[src/rtl/ila_monitor_pkg.sv]
// Shared types for the ILA run monitor: FSM state encoding, verdict codes and
// the registered verdict bundle.
package common;

    localparam logic RESET = 1'b0;

    typedef enum logic [1:0] {
        IDLE   = 2'd0,
        RUN    = 2'd1,
        SETTLE = 2'd2,
        DONE   = 2'd3
    } ila_state_t;

    localparam logic [1:0] FAIL_NONE        = 2'b00;
    localparam logic [1:0] FAIL_MISMATCH    = 2'b01;
    localparam logic [1:0] FAIL_TIMEOUT     = 2'b10;
    localparam logic [1:0] FAIL_OVER_RETIRE = 2'b11;

    typedef struct packed {
        logic       done;
        logic       pass;
        logic [1:0] fail_code;
    } ila_verdict_t;

endpackage

[src/rtl/ila_monitor_sat_counter.sv]
// Saturating up-counter with synchronous clear; clear beats enable.
module ila_sat_counter
    import common::*;
#(
    parameter int W = 16
) (
    input  logic         clk,
    input  logic         rst,
    input  logic         clr,
    input  logic         en,
    output logic [W-1:0] cnt
);

    always_ff @(posedge clk) begin
        if (rst == RESET || clr) begin
            cnt <= '0;
        end else if (en && cnt != {W{1'b1}}) begin
            cnt <= cnt + W'(1);
        end
    end

endmodule

[src/rtl/ila_monitor.sv]
// Run monitor for an ILA test program: counts cycles and retires, waits for both
// checkers to agree, and latches a verdict. Define ILA_FIRST_ERR_EN for first-error capture.
module ila_monitor
    import common::*;
#(
    parameter int EXP_RETIRE     = 9,
    parameter int SETTLE_CYCLES  = 4,
    parameter int TIMEOUT_CYCLES = 1024,
    parameter int CNT_W          = 16
) (
    input  logic             clk,
    input  logic             rst,
    input  logic             start,
    input  logic             retire,
    input  logic             rm_ok,
    input  logic             dm_ok,
    output logic             done,
    output logic             pass,
    output logic [1:0]       fail_code,
    output logic [CNT_W-1:0] cycle_cnt,
    output logic [CNT_W-1:0] retire_cnt,
    output ila_state_t       state,
    output logic [CNT_W-1:0] err_cycle,
    output logic [1:0]       err_src
);

    localparam logic [CNT_W-1:0] LAST_RET = CNT_W'(EXP_RETIRE - 1);
    localparam logic [CNT_W-1:0] TO_LAST  = CNT_W'(TIMEOUT_CYCLES - 1);
    localparam logic [CNT_W-1:0] SET_LAST = CNT_W'(SETTLE_CYCLES - 1);

    ila_state_t       nxt_state;
    logic [1:0]       nxt_fail;
    ila_verdict_t     vd_q, vd_nxt;
    logic [CNT_W-1:0] settle_cnt;
    logic             ok, arm;
    logic             cyc_en, ret_en, set_en, set_clr;

    assign ok  = rm_ok && dm_ok;
    assign arm = (state == IDLE || state == DONE) && start;

    // State register
    always_ff @(posedge clk) begin
        if (rst == RESET) state <= IDLE;
        else              state <= nxt_state;
    end

    // Next state and the verdict that goes with entering DONE
    always_comb begin
        nxt_state = state;
        nxt_fail  = FAIL_NONE;
        case (state)
            IDLE, DONE: begin
                if (start) nxt_state = RUN;
            end
            RUN: begin
                // Final retire wins over a coinciding timeout
                if (retire && retire_cnt == LAST_RET) begin
                    nxt_state = SETTLE;
                end else if (cycle_cnt == TO_LAST) begin
                    nxt_state = DONE;
                    nxt_fail  = FAIL_TIMEOUT;
                end
            end
            SETTLE: begin
                // >= so a settle entered on the last run cycle still times out
                if (retire) begin
                    nxt_state = DONE;
                    nxt_fail  = FAIL_OVER_RETIRE;
                end else if (ok && settle_cnt == SET_LAST) begin
                    nxt_state = DONE;
                    nxt_fail  = FAIL_NONE;
                end else if (cycle_cnt >= TO_LAST) begin
                    nxt_state = DONE;
                    nxt_fail  = FAIL_MISMATCH;
                end
            end
            default: nxt_state = IDLE;
        endcase
    end

    // Output/next-value logic: verdict and counter controls
    always_comb begin
        vd_nxt = vd_q;
        if (arm) begin
            vd_nxt = '0;
        end else if (state != DONE && nxt_state == DONE) begin
            vd_nxt.done      = 1'b1;
            vd_nxt.pass      = (nxt_fail == FAIL_NONE);
            vd_nxt.fail_code = nxt_fail;
        end
        cyc_en  = (state == RUN) || (state == SETTLE);
        ret_en  = (state == RUN) && retire;
        set_en  = (state == SETTLE) && ok;
        set_clr = arm || ((state == SETTLE) && !ok);
    end

    always_ff @(posedge clk) begin
        if (rst == RESET) vd_q <= '0;
        else              vd_q <= vd_nxt;
    end

    assign done      = vd_q.done;
    assign pass      = vd_q.pass;
    assign fail_code = vd_q.fail_code;

    ila_sat_counter #(.W(CNT_W)) u_cyc_cnt (
        .clk (clk),
        .rst (rst),
        .clr (arm),
        .en  (cyc_en),
        .cnt (cycle_cnt)
    );

    ila_sat_counter #(.W(CNT_W)) u_ret_cnt (
        .clk (clk),
        .rst (rst),
        .clr (arm),
        .en  (ret_en),
        .cnt (retire_cnt)
    );

    ila_sat_counter #(.W(CNT_W)) u_set_cnt (
        .clk (clk),
        .rst (rst),
        .clr (set_clr),
        .en  (set_en),
        .cnt (settle_cnt)
    );

`ifdef ILA_FIRST_ERR_EN
    logic [CNT_W-1:0] err_cycle_q;
    logic [1:0]       err_src_q;

    // A captured error always has a nonzero source, so err_src_q doubles as the lock
    always_ff @(posedge clk) begin
        if (rst == RESET || arm) begin
            err_cycle_q <= '0;
            err_src_q   <= '0;
        end else if (state == SETTLE && !ok && err_src_q == 2'b00) begin
            err_cycle_q <= cycle_cnt;
            err_src_q   <= {~dm_ok, ~rm_ok};
        end
    end

    assign err_cycle = err_cycle_q;
    assign err_src   = err_src_q;
`else
    assign err_cycle = '0;
    assign err_src   = '0;
`endif

endmodule

[config.mk]
export PLATFORM = sky130hd
export DESIGN_NAME = ila_monitor
export DESIGN_NICKNAME = d
export VERILOG_FILES = /design/src/rtl/ila_monitor_pkg.sv /design/src/rtl/ila_monitor_sat_counter.sv /design/src/rtl/ila_monitor.sv
export SDC_FILE = /design/constraint.sdc
export NUM_CORES = 1
export LEC_CHECK = 0
export ABC_AREA = 1
export CORE_MARGIN = 5
export CORE_UTILIZATION = 52
export DETAILED_ROUTE_END_ITERATION = 7
export PLACE_DENSITY = 0.8
export SETUP_SLACK_MARGIN = 0.3
export SLEW_MARGIN = 10
export SYNTH_ARGS = -nofsm -noshare
export SYNTH_HDL_FRONTEND = slang
export SYNTH_SLANG_ARGS = --single-unit
[constraint.sdc]
create_clock -name clk -period 2.8 [get_ports clk]
set_clock_uncertainty 0.15 [all_clocks]
set_input_delay 0.28 -clock clk [delete_from_list [all_inputs] [get_ports clk]]
set_output_delay 0.28 -clock clk [all_outputs]
set_load 0.03 [all_outputs]
# After elaboration in Yosys (flattened, before gate mapping)
# Cells that the tools add are included.
dict set report word_totals {
  in_bits 6
  reg_bits 54
  out_inout_bits 56
}
dict set report op_classes {
  eq_ne 11
  n_reduce_logical 21
  muxes 13
  order_cmp 1
  n_addsub 3
  bitwise 1
}
# cell count
set ops {}
lappend ops {{$add A16 B1 Y16 const B} 3}
lappend ops {{$ne A16 B16 Y1 const B} 3}
lappend ops {{$mux W2} 9}
lappend ops {{$eq A16 B10 Y1 const B} 1}
lappend ops {{$eq A16 B2 Y1 const B} 1}
lappend ops {{$eq A16 B4 Y1 const B} 1}
lappend ops {{$ge A16 B10 Y1 const B} 1}
lappend ops {{$logic_and A1 B1 Y1} 11}
lappend ops {{$eq A2 B2 Y1 const B} 3}
lappend ops {{$pmux W2 S3} 1}
lappend ops {{$logic_or A1 B1 Y1} 5}
lappend ops {{$logic_not A2 Y1} 2}
lappend ops {{$pmux W2 S2} 1}
lappend ops {{$reduce_or A2 Y1} 2}
lappend ops {{$eq A2 B1 Y1 const B} 1}
lappend ops {{$mux W1} 2}
lappend ops {{$ne A2 B2 Y1 const B} 1}
lappend ops {{$logic_not A1 Y1} 1}
lappend ops {{$not A1 Y1} 1}

# Depth between registers and ports, before layout
# Gate-level depths: netlist of the first run.
dict set report depth {
  ltp_word 7
  depth_mapped 16
  mapped_depth_nobuf 16
}

# Modules after synthesis
# A second synthesis of the first run with hierarchy kept.
dict set report unflattened {
  hier_cells 571
  area_unflattened_um2 3682.3
}
# module area_per_inst_um2 cells_each instances
set by_module_without_submodules {}
lappend by_module_without_submodules {ila_sat_counter 962.2 145 3}
lappend by_module_without_submodules {ila_monitor 795.8 136 1}

# Least setup slack after synthesis of the first run
# Ideal clock, no wire load.
dict set report synth_path {
  path_type {register to register}
  from {register state[0]}
  to {register u_set_cnt.cnt[11]}
  required_time_ps 2580
  slack_ps 663
  t_arrival_ps 1918
  path_stages_with_launch 9
  setup_ps 70
  path_cell_list {dfxtp_1 -> inv_1 -> ha_1 -> a21oi_2 -> inv_2 -> a21oi_1 -> buf_2 -> inv_1 -> a21oi_1}
}
dict set report synth_between {
  elab_chain_cells 5
  elab_cells_between_ends 10
}
# item line
set synth_lines {}
lappend synth_lines {{start: declaration} ila_monitor.sv:22} ;# output ila_state_t state,
lappend synth_lines {{start signal: assignment} ila_monitor.sv:44} ;# else state <= nxt_state;
lappend synth_lines {{$eq A2 B2 Y1 / $logic_not A2 Y1 (equally long branches)} ila_monitor.sv:39} ;# assign arm = (state == IDLE || state == DONE) && start;
lappend synth_lines {{$logic_or A1 B1 Y1} ila_monitor.sv:39}
lappend synth_lines {{$logic_and A1 B1 Y1} ila_monitor.sv:39}
lappend synth_lines {{$logic_or A1 B1 Y1} ila_monitor.sv:94} ;# set_clr = arm || ((state == SETTLE) && !ok);
lappend synth_lines {{$logic_or A1 B1 Y1} ila_monitor_sat_counter.sv:15} ;# if (rst == RESET || clr) begin
lappend synth_lines {{end signal: assignment} ila_monitor_sat_counter.sv:18} ;# cnt <= cnt + W'(1);
lappend synth_lines {{end: declaration} ila_monitor_sat_counter.sv:11} ;# output logic [W-1:0] cnt
# Several ways; a longest one is shown, not always the timed one.
# A chain may end at the register's enable or synchronous reset.

# Final worst setup path of the first run
dict set report layout_path {
  from {register state[0]}
  to {register u_set_cnt.cnt[4]}
}
# Same word-level chain as after synthesis.

==> summary.txt, run 1 <==
CTS tree = yes
Tightest Hold Check Type = flop to flop
Root buf cell = clkbuf_8
Fmax = 482 MHz
Die Ht = 87.7 um
Post-Synthesis Cells = 465
R2R setup slack = 0.72 ns
# nets final = 526
Hold Path Stages = 2
Max cap viols = 0
Rows = 28
EDFF count, synth = 0
Synth area leaders = dfxtp_1 (34%), nand2_1 (12%), nor2_1 (7.3%)
Register area share after synthesis = 0.345
TritonRoute pass-1 iters = 4
Crit Path Category = flop to flop
Deepest clock path buffer count = 2
Hold Vio Cnt, Final = 0
Share of flip-flops with an asynchronous set or reset = 0
Worst Path Buf+Inv = 3
CTS Hold Bufs = 0
Drt wl/cell = 12.3 um
Seq cells post-synth = 54
Initial core utilization = 0.533
Cell leakage power = 1.41 nW
First-pass GRT wire length = 12,100 um
Synth cell count leaders = nand2_1 (97), nor2_1 (61), inv_1 (59), dfxtp_1 (54), a21oi_1 (42)
H-tree Lvls = 2
Predominant post-synthesis flop cell = dfxtp_1
Reg2reg start = state[0]
Top Family by Delay on Critical Path = compound AO/OA/AOI/OAI gates
Drt initial violations = 168
Yosys cell types = 36
Final slew viol count = 0
CP cell instances = inv_1 > ha_1 > a21oi_2 > inv_2 > a21oi_1 > buf_4 > nand2_1 > a211oi_1
DP Wirelength = 5650 um
Vias in the first global route = 2,845
Post-CTS Setup Bufs = 0
Port Buffers = 43
Post-synth top area share = 0.345
Critical Path Source Type = flop
Antenna violations before repair = 0
Outcome = complete, no violations
Clock Sink Count = 54
Slowest-stage cell, CP = dfxtp_1
Number of cells on the critical path = 8
RSZ-0062 raised after global routing = false
Max stage delay on crit path = 0.43 ns
Total negative slack = 0 ns
Worst Setup End Kind = flop
CP endpoint = u_set_cnt.cnt[4]
Final GP Congestion = 0.896
Largest net degree at the start of global routing = 28
Mapped cell area = 0.00314 mm2
Area grow syn2layout = 18.9%
Peak supply drop = 0.387 mV
Die area = 0.00768 mm2
Final Setup Violations = 0
CP max FO = 10
Power Density = 569 mW/mm2
Fin util = 0.633
Clock transition at path regs = 0.10 ns
Floorplan core area = 0.00589 mm2
# IOs = 62
TritonCTS Buffers = 5
Data arrival, critical path = 2.15 ns
Antenna diodes = 0
Via count = 3,033
DR DRC count = 0
CP required = 2.88 ns
Worst R2R End = u_set_cnt.cnt[4]
Synthesis Warnings = 0
Critical Path Source = state[0]
Post-layout min period = 2.08 ns
Via-per-instance ratio = 5.15
Die width = 87.7 um
Resized cells post-CTS = 0
R2R cell count = 8
WL final = 7220 um
Most common cell in the netlist = nand2_1
Leading area contributor after synthesis = dfxtp_1
Tcrit/Tclk final = 0.741
GRT overflow = 0
Share of cells above drive strength 1 = 0.0798
Post-DRT Antenna Nets = 0
Total track usage = 0.193
Mean Syn Cell Area = 6.74 um2
Worst-Skew Late Latency = 0.31 ns
[cells in the final DEF (no fill, tap or decap), types with 3 or more instances in the layout]
cell type        instances
nor2_2                   3
xor2_1                   5
nor2_1                  61
dfxtp_1                 54
nor3_2                   4
o21ai_0                 28
nand4_1                  3
nor3b_1                  3
nand2_4                  3
ha_1                     7
a21oi_1                 42
nand3_2                  3
inv_1                   59
clkdlybuf4s50_1         43
nand2_2                  6
clkbuf_8                 5
nor3_1                  12
conb_1                  18
nor2_4                   4
nand2_1                 97
inv_2                    5
nand3_1                 22
nor4_1                   7
[worst reg2reg max path, cell delays in order, from the launching register on]
cell and delay [ns]:
dfxtp_1 0.43, inv_1 0.07, ha_1 0.38, a21oi_2 0.19, inv_2 0.12, a21oi_1 0.21, buf_4 0.19, nand2_1 0.06
a211oi_1 0.20
[power by group]
part           internal, mW  leakage [nW]  switching, mW
registers             0.808         0.436         0.0383
clock network         0.358        0.0683          0.265
logic                 0.213         0.902          0.438
total                  1.38          1.41          0.741
[layer usage]
layer	up-vias	track usage	share of wire
met5	-	0	0
met4	0	0.0725	0.021
met3	16	0.0517	0.047
met2	73	0.329	0.49
met1	1378	0.232	0.44
li1	1566	-	-
[per-stage QoR]
step / worst slack (ns) / instances / area [um2] / hold WS (ns) / power [mW]
finish: 0.724 / 589 / 3730 / 0.342 / 2.12
global route: 0.515 / 589 / 3730 / 0.370 / 2.25
CTS: 0.733 / 589 / 3730 / 0.345 / 2.14
detailed placement: 0.627 / 581 / 3590 / 0.332 / 1.52
global placement: 0.678 / 581 / 3590 / 0.327 / 1.51
floorplan: 0.663 / 482 / 3200 / 0.290 / 1.36
[sequential cells by signal, summed over array words and instances, names as in the netlist]
register	count
u_set_cnt.cnt	16
u_cyc_cnt.cnt	16
state	2
pass	1
fail_code	2
u_ret_cnt.cnt	16
done	1
[logic make-up (layout without fill, tap and decap cells)]
logic type	count (synthesis)	after routing	share of synthesized area
AOI/OAI and AO/OA	80	80	0.134
xor gates and xnor gates	5	5	0.0140
adders and majority gates	7	7	0.0279
buffers and inverters	85	117	0.124
DFF	54	54	0.345
other	1	18	0.00120
and+or+nand+nor	233	233	0.354
[cell type report]
class | count | area, um2
multi-input cells | 343 | 1730
inverters | 64 | 240
well taps | 75 | 93.8
clock buffers | 5 | 68.8
flip-flops and latches | 54 | 1080
fillers | 551 | 2160
repair buffers | 45 | 445
clock inverters | 3 | 68.8
[how the worst min path moves through the flow]
stage                     start               end
3_3_place_gp   u_cyc_cnt.cnt[2]  u_cyc_cnt.cnt[2]
4_1_cts            fail_code[1]      fail_code[1]
6_report           fail_code[1]      fail_code[1]
2_1_floorplan               rst          state[1]
3_5_place_dp       fail_code[1]      fail_code[1]
5_1_grt            fail_code[1]      fail_code[1]
Note: power is estimated with default switching activity, not from simulation.
==> run 2: changes to the inputs <==
Clock period 2.8 ns to 2.1 ns, I/O delays scaled along.
==> run 2 against run 1 <==
Fmax increased by 9.5%; via count increased by 7.1%; first-iteration DRC count increased by 54%; combinational power increased by 90%; critical path depth increased by 2; core utilization increased by 9.5 points; register-to-register slack got worse by 0.52 ns; clock power increased by 8.5%; global-route usage increased by 1.4 points; count of clock-buffer cells in the layout increased by 3; critical path type unchanged.
==> summary.txt, run 2 (same netlist as run 1, synthesis figures left out) <==
Outcome = complete, no violations (unchanged)
Max cap viols = 0 (unchanged)
Post-DP Area = 0.00368 mm2 (was 0.00359 mm2)
NetSw = 1.16 mW (was 0.741 mW)
Cell internal pwr = 1.90 mW (was 1.38 mW)
Deepest clock path buffer count = 2 (unchanged)
Antenna diodes = 0 (unchanged)
Clock transition at path regs = 0.10 ns (about the same)
Switching Share = 0.380 (was 0.349)
Largest net degree at the start of global routing = 28 (unchanged)
Peak supply drop = 0.451 mV (was 0.387 mV)
WHS = 0.311 ns (was 0.342 ns)
Initial core utilization = 0.533 (unchanged)
Tcrit/Tclk final = 0.903 (was 0.741)
Regs by FF count = u_cyc_cnt.cnt x16, u_ret_cnt.cnt x16, u_set_cnt.cnt x16 (unchanged)
Final WS setup = 0.204 ns (was 0.724 ns)
Worst R2R End = pass (was u_set_cnt.cnt[4])
Clock Sink Count = 54 (unchanged)
Area grow syn2layout = 36.7% (was 18.9%)
CP required = 2.16 ns (was 2.88 ns)
Die area = 0.00768 mm2 (unchanged)
# IOs = 62 (unchanged)
Worst Setup End Kind = flop (unchanged)
Floorplan core area = 0.00589 mm2 (unchanged)
R2R setup slack = 0.20 ns (was 0.72 ns)
Via-per-instance ratio = 5.26 (was 5.15)
Sequential share of power = 0.375 (was 0.399)
R2R cell count = 10 (was 8)
Final GP Congestion = 0.916 (was 0.896)
TritonRoute pass-1 iters = 4 (unchanged)
Critical Path Source Type = flop (unchanged)
Final slew viol count = 0 (unchanged)
Fmax = 527 MHz (was 482 MHz)
Tightest Hold Check Type = flop to flop (unchanged)
Drt wl/cell = 13.8 um (was 12.3 um)
Die width = 87.7 um (unchanged)
WL final = 8500 um (was 7220 um)
Total track usage = 0.207 (was 0.193)
Post-layout min period = 1.90 ns (was 2.08 ns)
Hold Vio Cnt, Final = 0 (unchanged)
Vias in the first global route = 2,969 (was 2,845)
Clock power share = 0.221 (was 0.294)
First-pass GRT wire length = 13,000 um (was 12,100 um)
Min-Delay Startpoint = u_cyc_cnt.cnt[4] (was fail_code[1])
Finished Cell Area = 0.00429 mm2 (was 0.00373 mm2)
H-tree Lvls = 2 (unchanged)
Antenna violations before repair = 0 (unchanged)
DP Wirelength = 5700 um (was 5650 um)
RSZ-0062 raised after global routing = true (was false)
CTS tree = yes (unchanged)
Drt initial violations = 258 (was 168)
Worst-Skew Late Latency = 0.31 ns (about the same)
# nets final = 555 (was 526)
Rows = 28 (unchanged)
Reg2reg start = u_cyc_cnt.cnt[10] (was state[0])
Port Buffers = 43 (unchanged)
Most common cell after layout, fill and taps aside = nand2_1 (unchanged)
Power Density = 714 mW/mm2 (was 569 mW/mm2)
DR DRC count = 0 (unchanged)
Hold EP = u_cyc_cnt.cnt[4] (was fail_code[1])
Final Setup Violations = 0 (unchanged)
GRT overflow = 0 (unchanged)
Via count = 3,248 (was 3,033)
DP Worst Slack = 0.0411 ns (was 0.627 ns)
Most frequent cells in the layout = nand2_1 (88), nor2_1 (53), inv_1 (49), a21oi_1 (35) (was nand2_1 (97), nor2_1 (61), inv_1 (59), dfxtp_1 (54), clkdlybuf4s50_1 (43))
Post-DRT Antenna Nets = 0 (unchanged)
Share of cells above drive strength 1 = 0.273 (was 0.0798)
Crit Path Category = flop to flop (unchanged)
Comb pwr share = 0.404 (was 0.307)
Hold Path Stages = 1 (was 2)
Fillers = 423 (was 551)
CTS Hold Bufs = 0 (unchanged)
Root buf cell = clkbuf_8 (unchanged)
CP max FO = 7 (was 10)
Total negative slack = 0 ns (unchanged)
Data arrival, critical path = 1.95 ns (was 2.15 ns)
TritonCTS Buffers = 5 (unchanged)
Cell leakage power = 1.81 nW (was 1.41 nW)
Die Ht = 87.7 um (unchanged)
[run 2: cell types whose count changed in the layout (fill, tap and decap cells not counted), sizes merged]
| cell | before | now |
|---|---|---|
| buf | 2 | 30 |
| clkdlybuf4s50 | 43 | 24 |
| dlygate4sd2 | 0 | 14 |
| dlymetal6s2s | 0 | 5 |
| clkbuf | 5 | 8 |
| bufinv | 2 | 0 |
| clkinv | 1 | 0 |
| clkinvlp | 0 | 1 |
| inv | 64 | 63 |
| nand2 | 106 | 107 |
[run 2: worst max-delay path by stage]
stage,from,to,depth (start not counted)
floorplan,state[0],u_set_cnt.cnt[11],8
global placement,rm_ok,fail_code[0],16
detailed placement,rm_ok,fail_code[0],16
CTS,u_ret_cnt.cnt[0],fail_code[1],16
global route,u_cyc_cnt.cnt[8],pass,11
finish,u_cyc_cnt.cnt[10],pass,10
[run 2: stage by stage]
stage	power [mW]	std cells	util
6_report	3.06	618	0.728
2_1_floorplan	1.87	482	-
5_1_grt	3.24	618	0.728
3_5_place_dp	2.13	585	0.625
3_3_place_gp	2.10	585	0.625
4_1_cts	2.88	600	0.668
[run 2: worst max-delay path, cell delays in order, from the launching register on]
cell	delay, ns
dfxtp_4	0.39
nor2_1	0.22
nand2_1	0.12
nor2_2	0.13
nand2_2	0.10
buf_4	0.14
a21oi_1	0.09
o21ai_0	0.13
nand2_1	0.10
nor3b_2	0.16
nor2_1	0.06
[run 2: layout make-up]
| cell class | count | area (um2) | share of cell area |
|---|---|---|---|
| inverter | 64 | 254 | 0.0593 |
| multi-input combinational | 344 | 2030 | 0.473 |
| tap | 75 | 93.8 | 0.0219 |
| sequential | 54 | 1140 | 0.266 |
| timing repair buffer | 73 | 662 | 0.154 |
| clock buffer | 8 | 111 | 0.0260 |
[run 2: power groups by stage]
stage	combinational (mW)	sequential, mW	clock (mW)
detailed placement	0.962	1.17	0
floorplan	0.613	1.26	0
finish	1.24	1.15	0.676
global placement	0.930	1.17	0
global route	1.34	1.16	0.740
CTS	1.04	1.15	0.689
[run 2: per-layer routing]
layer  GRT usage  vias to the layer above  wire length (um)
met5           0                        -                 0
li1            -                     1623                 -
met4      0.0739                        0               225
met3      0.0480                       23               399
met2       0.375                      104              4370
met1       0.238                     1498              3500
[run 2: timing repair]
| action | CTS | global route |
|---|---|---|
| resized for setup | 42 | 73 |
| setup buffers | 7 | 17 |
| pin swaps | 9 | 34 |
| gates cloned | 0 | 1 |
| setup endpoints to repair | 36 | 47 |
==> run 3: changes to the inputs <==
Settings changed: CORE_MARGIN 5 to not set.
==> run 3 against run 2 <==
Cell count up 0.16%; critical endpoint is now fail_code[0]; sequential power hardly changed; worst hold slack got worse by 0.0015 ns; clock power decreased by 15%; sequential cell count unchanged; via count increased by 0.28%; core utilization up 2.5 points; power down 4.0%; largest cell class unchanged; design area is 0.88% lower; highest routed layer unchanged; die area shrank 17%.
==> summary.txt, run 3 (same netlist as run 1, synthesis figures left out) <==
CP max FO = 5 (was 7)
Area grow syn2layout = 35.5% (was 36.7%)
Worst-Skew Late Latency = 0.31 ns (about the same)
Die Ht = 79.7 um (was 87.7 um)
Fin util = 0.753 (was 0.728)
Rows = 27 (was 28)
Finished Cell Area = 0.00425 mm2 (was 0.00429 mm2)
Met3 WL post-DR = 330 um (was 399 um)
Worst Path Buf+Inv = 2 (was 1)
Initial core utilization = 0.556 (was 0.533)
Max stage delay on crit path = 0.38 ns (was 0.39 ns)
R2R setup slack = 0.23 ns (was 0.20 ns)
Number of cells on the critical path = 16 (was 10)
Regs by FF count = u_cyc_cnt.cnt x16, u_ret_cnt.cnt x16, u_set_cnt.cnt x16 (unchanged)
First-pass GRT wire length = 12,200 um (was 13,000 um)
# IOs = 62 (unchanged)
Largest net degree at the start of global routing = 28 (unchanged)
Clock transition at path regs = 0.10 ns (about the same)
Crit Path Category = flop to flop (unchanged)
DP Wirelength = 5280 um (was 5700 um)
Post-layout min period = 1.87 ns (was 1.90 ns)
WL final = 7820 um (was 8500 um)
Outcome = complete, no violations (unchanged)
Hold Path Stages = 1 (unchanged)
Power Density = 692 mW/mm2 (was 714 mW/mm2)
Vias in the first global route = 2,811 (was 2,969)
Worst Setup End Kind = flop (unchanged)
Clock Sink Count = 54 (unchanged)
Post-DP Area = 0.00366 mm2 (was 0.00368 mm2)
Total negative slack = 0 ns (unchanged)
Drt wl/cell = 12.6 um (was 13.8 um)
Slowest-stage cell, CP = dfxtp_4 (unchanged)
Most common cell after layout, fill and taps aside = nand2_1 (unchanged)
Die area = 0.00634 mm2 (was 0.00768 mm2)
Most frequent cells in the layout = nand2_1 (89), nor2_1 (56), inv_1 (51), a21oi_1 (38), dfxtp_1 (34) (was nand2_1 (88), nor2_1 (53), inv_1 (49), a21oi_1 (35))
# nets final = 560 (was 555)
Max Used Layer = met4 (unchanged)
Share of cells above drive strength 1 = 0.245 (was 0.273)
Drt initial violations = 160 (was 258)
H-tree Lvls = 2 (unchanged)
Critical Path Source Type = flop (unchanged)
Peak supply drop = 0.564 mV (was 0.451 mV)
Via-per-instance ratio = 5.26 (about the same)
Port Buffers = 43 (unchanged)
Antenna violations before repair = 0 (unchanged)
CTS Hold Bufs = 0 (unchanged)
Cell mode on critical path = nand2_1
DR DRC count = 0 (unchanged)
CP cell instances = inv_4 > ha_4 > nand2_2 > inv_2 > nand2_1 > nor2_1 > nand2_1 > nand2_2 > a21oi_2 > nand2_2 > nand2_1 > nand2_2 > nor2_4 > nand2_1 > nand2_1 > nor2_1 (was nor2_1 > nand2_1 > nor2_2 > nand2_2 > buf_4 > a21oi_1 > o21ai_0 > nand2_1 > nor3b_2 > nor2_1)
Cell leakage power = 1.87 nW (was 1.81 nW)
Die width = 79.7 um (was 87.7 um)
R2R cell count = 16 (was 10)
RSZ-0062 raised after global routing = true (unchanged)
Top Family by Delay on Critical Path = simple AND/OR/NAND/NOR gates (unchanged)
M1 WL = 3420 um (was 3500 um)
Post-DRT Antenna Nets = 0 (unchanged)
CTS tree = yes (unchanged)
Antenna diodes = 0 (unchanged)
CP required = 2.16 ns (about the same)
TritonCTS Buffers = 5 (unchanged)
Final GP Congestion = 0.887 (was 0.916)
Tightest Hold Check Type = flop to flop (unchanged)
Hold Vio Cnt, Final = 0 (unchanged)
TritonRoute pass-1 iters = 5 (was 4)
Total track usage = 0.242 (was 0.207)
Max cap viols = 0 (unchanged)
Fillers = 412 (was 423)
Data arrival, critical path = 1.93 ns (was 1.95 ns)
Routed wl met2 = 3950 um (was 4370 um)
Fmax = 535 MHz (was 527 MHz)
Floorplan core area = 0.00564 mm2 (was 0.00589 mm2)
Root buf cell = clkbuf_8 (unchanged)
Tcrit/Tclk final = 0.889 (was 0.903)
Final Setup Violations = 0 (unchanged)
GRT overflow = 0 (unchanged)
Final slew viol count = 0 (unchanged)
Via count = 3,257 (was 3,248)
Deepest clock path buffer count = 2 (unchanged)
-- run 3: changes by cell type in the layout (fill, tap and decap cells not counted), sizes merged --
cell           delta
buf               +6
inv               +1
dlygate4sd2       -3
clkdlybuf4s50     -2
clkbuf            -3
nand2             -1
clkinvlp          +1
dlymetal6s2s      +5
-- run 3: final timing paths --
kind                                        from          endpoint
worst max register to register  u_ret_cnt.cnt[1]      fail_code[0]
worst min register to register  u_cyc_cnt.cnt[4]  u_cyc_cnt.cnt[4]
worst max-delay path            u_ret_cnt.cnt[1]      fail_code[0]
worst min-delay path            u_cyc_cnt.cnt[4]  u_cyc_cnt.cnt[4]
-- run 3: metrics by stage --
step | std cells | setup WS [ns] | hold WS (ns) | total power, mW
2_1_floorplan | 482 | 0.296 | 0.240 | 1.87
4_1_cts | 595 | 0.285 | 0.312 | 2.75
3_5_place_dp | 580 | -0.0161 | 0.297 | 2.10
5_1_grt | 619 | 0.0901 | 0.339 | 3.10
6_report | 619 | 0.232 | 0.309 | 2.94
3_3_place_gp | 580 | 0.0514 | 0.292 | 2.08
-- run 3: what timing repair did --
| action | 4_1_cts | 5_1_grt |
|---|---|---|
| pin swaps | 3 | 20 |
| gates resized for setup | 28 | 66 |
| hold endpoints to repair | 0 | 0 |
| buffers inserted | 8 | 24 |
| endpoints found under the setup margin | 32 | 59 |
-- run 3: cell type report --
type	instances	area (um2)	share of cell area
timing repair buffer	79	731	0.172
multi-input combinational	343	1970	0.464
inverter	64	253	0.0595
sequential	54	1120	0.264
clock inverter	2	15.0	0.00353
clock buffer	5	68.8	0.0162
tap	72	90.1	0.0212
-- run 3: worst register-to-register path: stages (launching register included) --
cell and delay (ns):
dfxtp_4 0.38, inv_4 0.05, ha_4 0.15, nand2_2 0.06, inv_2 0.03, nand2_1 0.04, nor2_1 0.04, nand2_1 0.10
nand2_2 0.08, a21oi_2 0.16, nand2_2 0.08, nand2_1 0.07, nand2_2 0.09, nor2_4 0.15, nand2_1 0.06, nand2_1 0.06
nor2_1 0.04
-- run 3: report_power, final --
part           switching (mW)  internal [mW]  leakage, nW
clock network           0.347          0.229       0.0362
registers              0.0573           1.09        0.447
logic                   0.719          0.498         1.39
total                    1.12           1.82         1.87
-- run 3: metal layers --
metal | up-vias | GRT usage
li1 | 1635 | -
met1 | 1515 | 0.301
met5 | - | 0
met2 | 96 | 0.424
met3 | 11 | 0.0366
met4 | 0 | 0.0745
